$ cat src/rtl/hex_display_ctrl.sv
// hex_display_ctrl: hex seven-segment controller with handshake load, frame-aligned commit,
// static and multiplexed outputs, leading-zero blanking and per-digit blink.
module hex_display_ctrl #(
    parameter int DIGITS   = 8,
    parameter int CLK_HZ   = 50_000_000,
    parameter int SCAN_HZ  = 1000,
    parameter int BLINK_HZ = 2
) (
    input  logic                clk,
    input  logic                rst_n,
    input  logic                load_valid,
    output logic                load_ready,
    input  logic [4*DIGITS-1:0] load_data,
    input  logic                blank_lz_en,
    input  logic [DIGITS-1:0]   blink_mask,
    output logic [7*DIGITS-1:0] seg_par,
    output logic [6:0]          seg_scan,
    output logic [DIGITS-1:0]   an_n,
    output logic                blink_phase
);
    localparam int SCAN_DIV  = CLK_HZ / (SCAN_HZ * DIGITS);
    localparam int BLINK_DIV = CLK_HZ / (2 * BLINK_HZ);
    localparam int SW = $clog2(SCAN_DIV + 1);
    localparam int BW = $clog2(BLINK_DIV + 1);
    localparam int IW = $clog2(DIGITS);

    if (SCAN_DIV < 1 || BLINK_DIV < 1 || DIGITS < 2 || DIGITS > 16) begin : g_bad_cfg
        $error("hex_display_ctrl: invalid DIGITS or clock dividers");
    end

    typedef enum logic [1:0] {IDLE, PENDING, COMMIT} state_t;

    state_t              state, state_nx;
    logic [SW-1:0]       scan_cnt;
    logic [BW-1:0]       blink_cnt;
    logic [IW-1:0]       idx;
    logic [4*DIGITS-1:0] shadow, disp_reg;
    logic [7*DIGITS-1:0] seg_nx;
    logic                disp_vld, live, scan_tick, blink_tick, frame_end, nz;
    logic [3:0]          nib;

    function automatic logic [6:0] hex7(input logic [3:0] h);
        case (h)
            4'h0: hex7 = 7'b100_0000;
            4'h1: hex7 = 7'b111_1001;
            4'h2: hex7 = 7'b010_0100;
            4'h3: hex7 = 7'b011_0000;
            4'h4: hex7 = 7'b001_1001;
            4'h5: hex7 = 7'b001_0010;
            4'h6: hex7 = 7'b000_0010;
            4'h7: hex7 = 7'b111_1000;
            4'h8: hex7 = 7'b000_0000;
            4'h9: hex7 = 7'b001_0000;
            4'hA: hex7 = 7'b000_1000;
            4'hB: hex7 = 7'b000_0011;
            4'hC: hex7 = 7'b100_0110;
            4'hD: hex7 = 7'b010_0001;
            4'hE: hex7 = 7'b000_0110;
            default: hex7 = 7'b000_1110;
        endcase
    endfunction

    assign scan_tick  = scan_cnt == SW'(SCAN_DIV - 1);
    assign blink_tick = blink_cnt == BW'(BLINK_DIV - 1);
    assign frame_end  = scan_tick && idx == IW'(DIGITS - 1);
    // ready is held low until the first clock after reset release
    assign load_ready = live && state == IDLE;

    always_comb begin
        state_nx = state;
        case (state)
            IDLE:    state_nx = (load_valid && load_ready) ? PENDING : IDLE;
            PENDING: state_nx = frame_end ? COMMIT : PENDING;
            default: state_nx = IDLE;
        endcase
    end

    // Scan from the top digit down so nz means "some digit at or above k is nonzero"
    always_comb begin
        seg_nx = '1;
        nz     = 1'b0;
        nib    = '0;
        for (int k = DIGITS - 1; k >= 0; k--) begin
            nib = disp_reg[4*k +: 4];
            nz  = nz | (nib != 4'h0);
            seg_nx[7*k +: 7] = (!disp_vld || (blank_lz_en && !nz && k != 0) ||
                                (blink_mask[k] && blink_phase)) ? 7'h7F : hex7(nib);
        end
    end

    always_ff @(posedge clk or negedge rst_n) begin
        if (!rst_n) begin
            state       <= IDLE;
            live        <= 1'b0;
            scan_cnt    <= '0;
            blink_cnt   <= '0;
            idx         <= '0;
            blink_phase <= 1'b0;
            shadow      <= '0;
            disp_reg    <= '0;
            disp_vld    <= 1'b0;
            seg_par     <= '1;
            seg_scan    <= '1;
            an_n        <= '1;
        end else begin
            state       <= state_nx;
            live        <= 1'b1;
            scan_cnt    <= scan_tick ? '0 : scan_cnt + 1'b1;
            blink_cnt   <= blink_tick ? '0 : blink_cnt + 1'b1;
            blink_phase <= blink_phase ^ blink_tick;
            if (scan_tick)
                idx <= (idx == IW'(DIGITS - 1)) ? '0 : idx + 1'b1;
            if (load_valid && load_ready)
                shadow <= load_data;
            if (state == COMMIT) begin
                disp_reg <= shadow;
                disp_vld <= 1'b1;
            end
            seg_par  <= seg_nx;
            seg_scan <= seg_nx[7*int'(idx) +: 7];
            an_n     <= ~(DIGITS'(1) << idx);
        end
    end
endmodule

$ cat config.mk
export PLATFORM = sky130hd
export DESIGN_NAME = hex_display_ctrl
export DESIGN_NICKNAME = d
export VERILOG_FILES = /design/src/rtl/hex_display_ctrl.sv
export SDC_FILE = /design/constraint.sdc
export NUM_CORES = 1
export LEC_CHECK = 0
export CAP_MARGIN = 20
export CORE_ASPECT_RATIO = 0.6
export CORE_MARGIN = 5
export CORE_UTILIZATION = 30
export CTS_BUF_LIST = sky130_fd_sc_hd__clkbuf_2
export DETAILED_ROUTE_END_ITERATION = 7
export PLACE_DENSITY_LB_ADDON = 0.25
export SLEW_MARGIN = 25
export SYNTH_ARGS = -nofsm -noshare
export SYNTH_HDL_FRONTEND = slang
export SYNTH_SLANG_ARGS = --single-unit
$ cat constraint.sdc
create_clock -name clk -period 4.35 [get_ports clk]
set_clock_uncertainty 0.1 [all_clocks]
set_input_delay 0.87 -clock clk [delete_from_list [all_inputs] [get_ports clk]]
set_output_delay 0.87 -clock clk [all_outputs]
set_load 0.05 [all_outputs]
==> results.sh <==
export IMPL_placed_area_mm2=0.01071
export IMPL_nNetsFinal=1061
export IMPL_grt_max_degree=68
export IMPL_wl_um=24890
export IMPL_yosysWarnings=0
export IMPL_initial_core_util_pct=30.44
export IMPL_holdCritPathClass="register to register"
export IMPL_drt_iter0_markers=650
export IMPL_timing_rr_start="disp_reg[29]"
export IMPL_cp_arrival_ns=2.46
export IMPL_dp_slack_ns=0.9033
export IMPL_ios=117
export IMPL_core_area_mm2=0.02998
export IMPL_ys_ff_latch=180
export IMPL_cts_sinks=180
export IMPL_status="finished clean"
export IMPL_cp_start_kind="register"
export IMPL_finalHoldViolations=0
export IMPL_hpwlAfterDp_um=18410
export IMPL_netlist_area_mm2=0.009125
export IMPL_port_buffers=116
export IMPL_async_flop_share_pct=100.0
export IMPL_syn_nets=963
export IMPL_cp_max_fo=4
export IMPL_drc_errors=0
export IMPL_rsz0062_at_grt="false"
export IMPL_grt_pass1_wl_um=38890
export IMPL_largest_reg_flops=56
export IMPL_cts_resized=0
export IMPL_utilization_pct=36.50
export IMPL_fin_area_mm2=0.01094
export IMPL_tns_ns=0
export IMPL_fp_dieW_um=235.2
export IMPL_ys_types=70
export IMPL_grt_pass1_vias=6642
export IMPL_area_delta_synth_final_pct=19.91
export IMPL_fin_crit_sh_pct=78.80
export IMPL_avgSynthCellArea_um2=10.51
export IMPL_timing_hold_ws_ns=0.3773
export IMPL_clockBufferDepth=2
export IMPL_worstSetupPathType="register to primary output"
export IMPL_irDropWorstVdd_uv=139.9
export IMPL_min_from="state[1]"
export IMPL_cts_reportedPaths_clkPinSlew_ns=0.23
export IMPL_fmax_mhz=291.7
export IMPL_cts_setup_buffers=0
export IMPL_tightest_slew_ns=0.9629
export IMPL_postLayoutSetupSlackWorst_ns=0.9224
export IMPL_cap_violations=0
export IMPL_gp_congestion=0.8975
export IMPL_row_count=49
export IMPL_seq_area_frac_synth_pct=50.34
export IMPL_power_leakage_nw=4.430
export IMPL_critPathLaunch="state[0]"
export IMPL_synthCells=868
export IMPL_cts_tree="built"
export IMPL_ant_nets=0
export IMPL_fp_dieH_um=145.1
export IMPL_p_per_area_mw_per_mm2=274.9
export IMPL_diodes=0
export IMPL_finalSetupViolations=0
export IMPL_globalRouteOverflowTotal=0
export IMPL_numCtsBuffers=17
export IMPL_synth_main_ff_cell="dfrtp_1"
export IMPL_die_area_mm2=0.03412
export IMPL_antenna_found_initial=0
export IMPL_detail_route_wl_per_cell_um=17.94
export IMPL_fin_crit_ns=3.428
export IMPL_track_usage_pct=14.44
export IMPL_required_ns=3.38
export IMPL_slew_headroom_pct=35.80
export IMPL_root_buffer="clkbuf_2"
export IMPL_synth_edf_count=0
export IMPL_maxSlewViolCount=0
export IMPL_drive_above_1_share_pct=19.00
export IMPL_via_count=6787
export IMPL_insertion_delay_ns=0.83
export IMPL_drtPass1Iterations=5
export IMPL_post_drt_via_cell_ratio=4.893
export IMPL_cts_max_level=4
export IMPL_critPathCaptureType="primary output"
critical path, stage by stage (launching register included):
cell	delay, ns
dfrtp_1	0.49
nor3b_1	0.31
clkdlybuf4s50_1	0.86
synthesized netlist by cell type (all sizes together) (6+ instances only):
| cell type | n | area [um^2] |
|---|---|---|
| nor2 | 65 | 244.0 |
| mux2i | 7 | 70.07 |
| o211ai | 18 | 135.1 |
| nand4 | 11 | 68.82 |
| and2 | 6 | 37.54 |
| or2 | 8 | 50.05 |
| clkbuf | 37 | 140.1 |
| nand3 | 30 | 150.1 |
| nand2b | 6 | 37.54 |
| nor3b | 10 | 75.07 |
| dfrtp | 109 | 2728 |
| a211o | 7 | 61.31 |
| nor3 | 7 | 35.03 |
| ha | 51 | 638.1 |
| xor2 | 21 | 183.9 |
| nor2b | 11 | 68.82 |
| o21ai | 47 | 235.2 |
| buf | 9 | 45.05 |
| a31oi | 6 | 37.54 |
| and3 | 9 | 56.30 |
| xnor2 | 12 | 105.1 |
| a211oi | 14 | 105.1 |
| nand2 | 101 | 379.1 |
| dfstp | 71 | 1866 |
| a21oi | 27 | 135.1 |
| inv | 37 | 138.9 |
| mux2 | 55 | 619.3 |
path summary, 6_finish.rpt:
kind | end | slack [ns] | cells after the start
min in group asynchronous | shadow[13] | 0.44 | 2
min reg2reg | state[1] | 0.38 | 1
min | state[1] | 0.38 | 1
max | load_ready | 0.92 | 2
max reg2reg | seg_scan[6] | 1.11 | 8
max in group asynchronous | an_n[3] | 2.86 | 3
through the flow:
step,power (mW),instances
detailed placement,2.186,1354
floorplan,2.061,868
global placement,2.178,1354
finish,3.008,1387
CTS,3.067,1387
global route,3.178,1387
per-layer routing:
metal  track usage, %  wire length (um)
met5                0                 0
met4            3.763               408
met3            4.571              1496
met2            19.79             10050
met1            21.84             12940
layout make-up:
cell class / count / area (um^2)
Sequential cell: 180 / 4593
Inverter: 37 / 138.9
Timing Repair Buffer: 125 / 1245
Fill cell: 2987 / 19040
Clock inverter: 10 / 110.1
Clock buffer: 22 / 110.1
Tap cell: 408 / 510.5
Multi-Input combinational cell: 605 / 4234
kinds of logic (layout without fill, tap and decap cells):
kind of cell | Yosys count | in the layout | synth area share (%)
mux | 63 | 63 | 7.802
simple gates | 286 | 286 | 15.40
buf+inv | 83 | 194 | 3.551
xor+xnor | 33 | 33 | 3.167
other cells | 1 | 1 | 0.04110
flops | 180 | 180 | 50.34
fa+ha+maj | 51 | 51 | 6.993
compound gates | 171 | 171 | 12.71
power breakdown:
part / leakage, nW / switching [mW] / internal (mW)
clock network: 0.142 / 0.583 / 0.273
registers: 2.17 / 0.0783 / 1.83
logic: 2.12 / 0.0863 / 0.157
placed cells by master, fill, tap and decap left out, types with 6 or more instances in the layout:
cell	count
a211o_1	7
a211oi_1	14
a21oi_1	27
a31oi_1	6
and3_1	9
buf_4	7
clkbuf_2	22
clkdlybuf4s50_1	115
dfrtp_1	109
dfstp_2	71
ha_1	51
inv_1	37
mux2_2	55
mux2i_1	7
nand2_1	101
nand2b_1	6
nand3_1	30
nand4_1	11
nor2_1	64
nor2b_1	11
nor3_1	6
nor3b_1	10
o211ai_1	18
o21ai_0	47
or2_2	8
xnor2_1	12
xor2_1	21
what timing repair did:
item | CTS | global route
endpoints found under the hold margin | 14 | 0
hold buffers | 1 | 0
setup endpoints to repair | 0 | 0
Power figures use the tool's default switching activity.
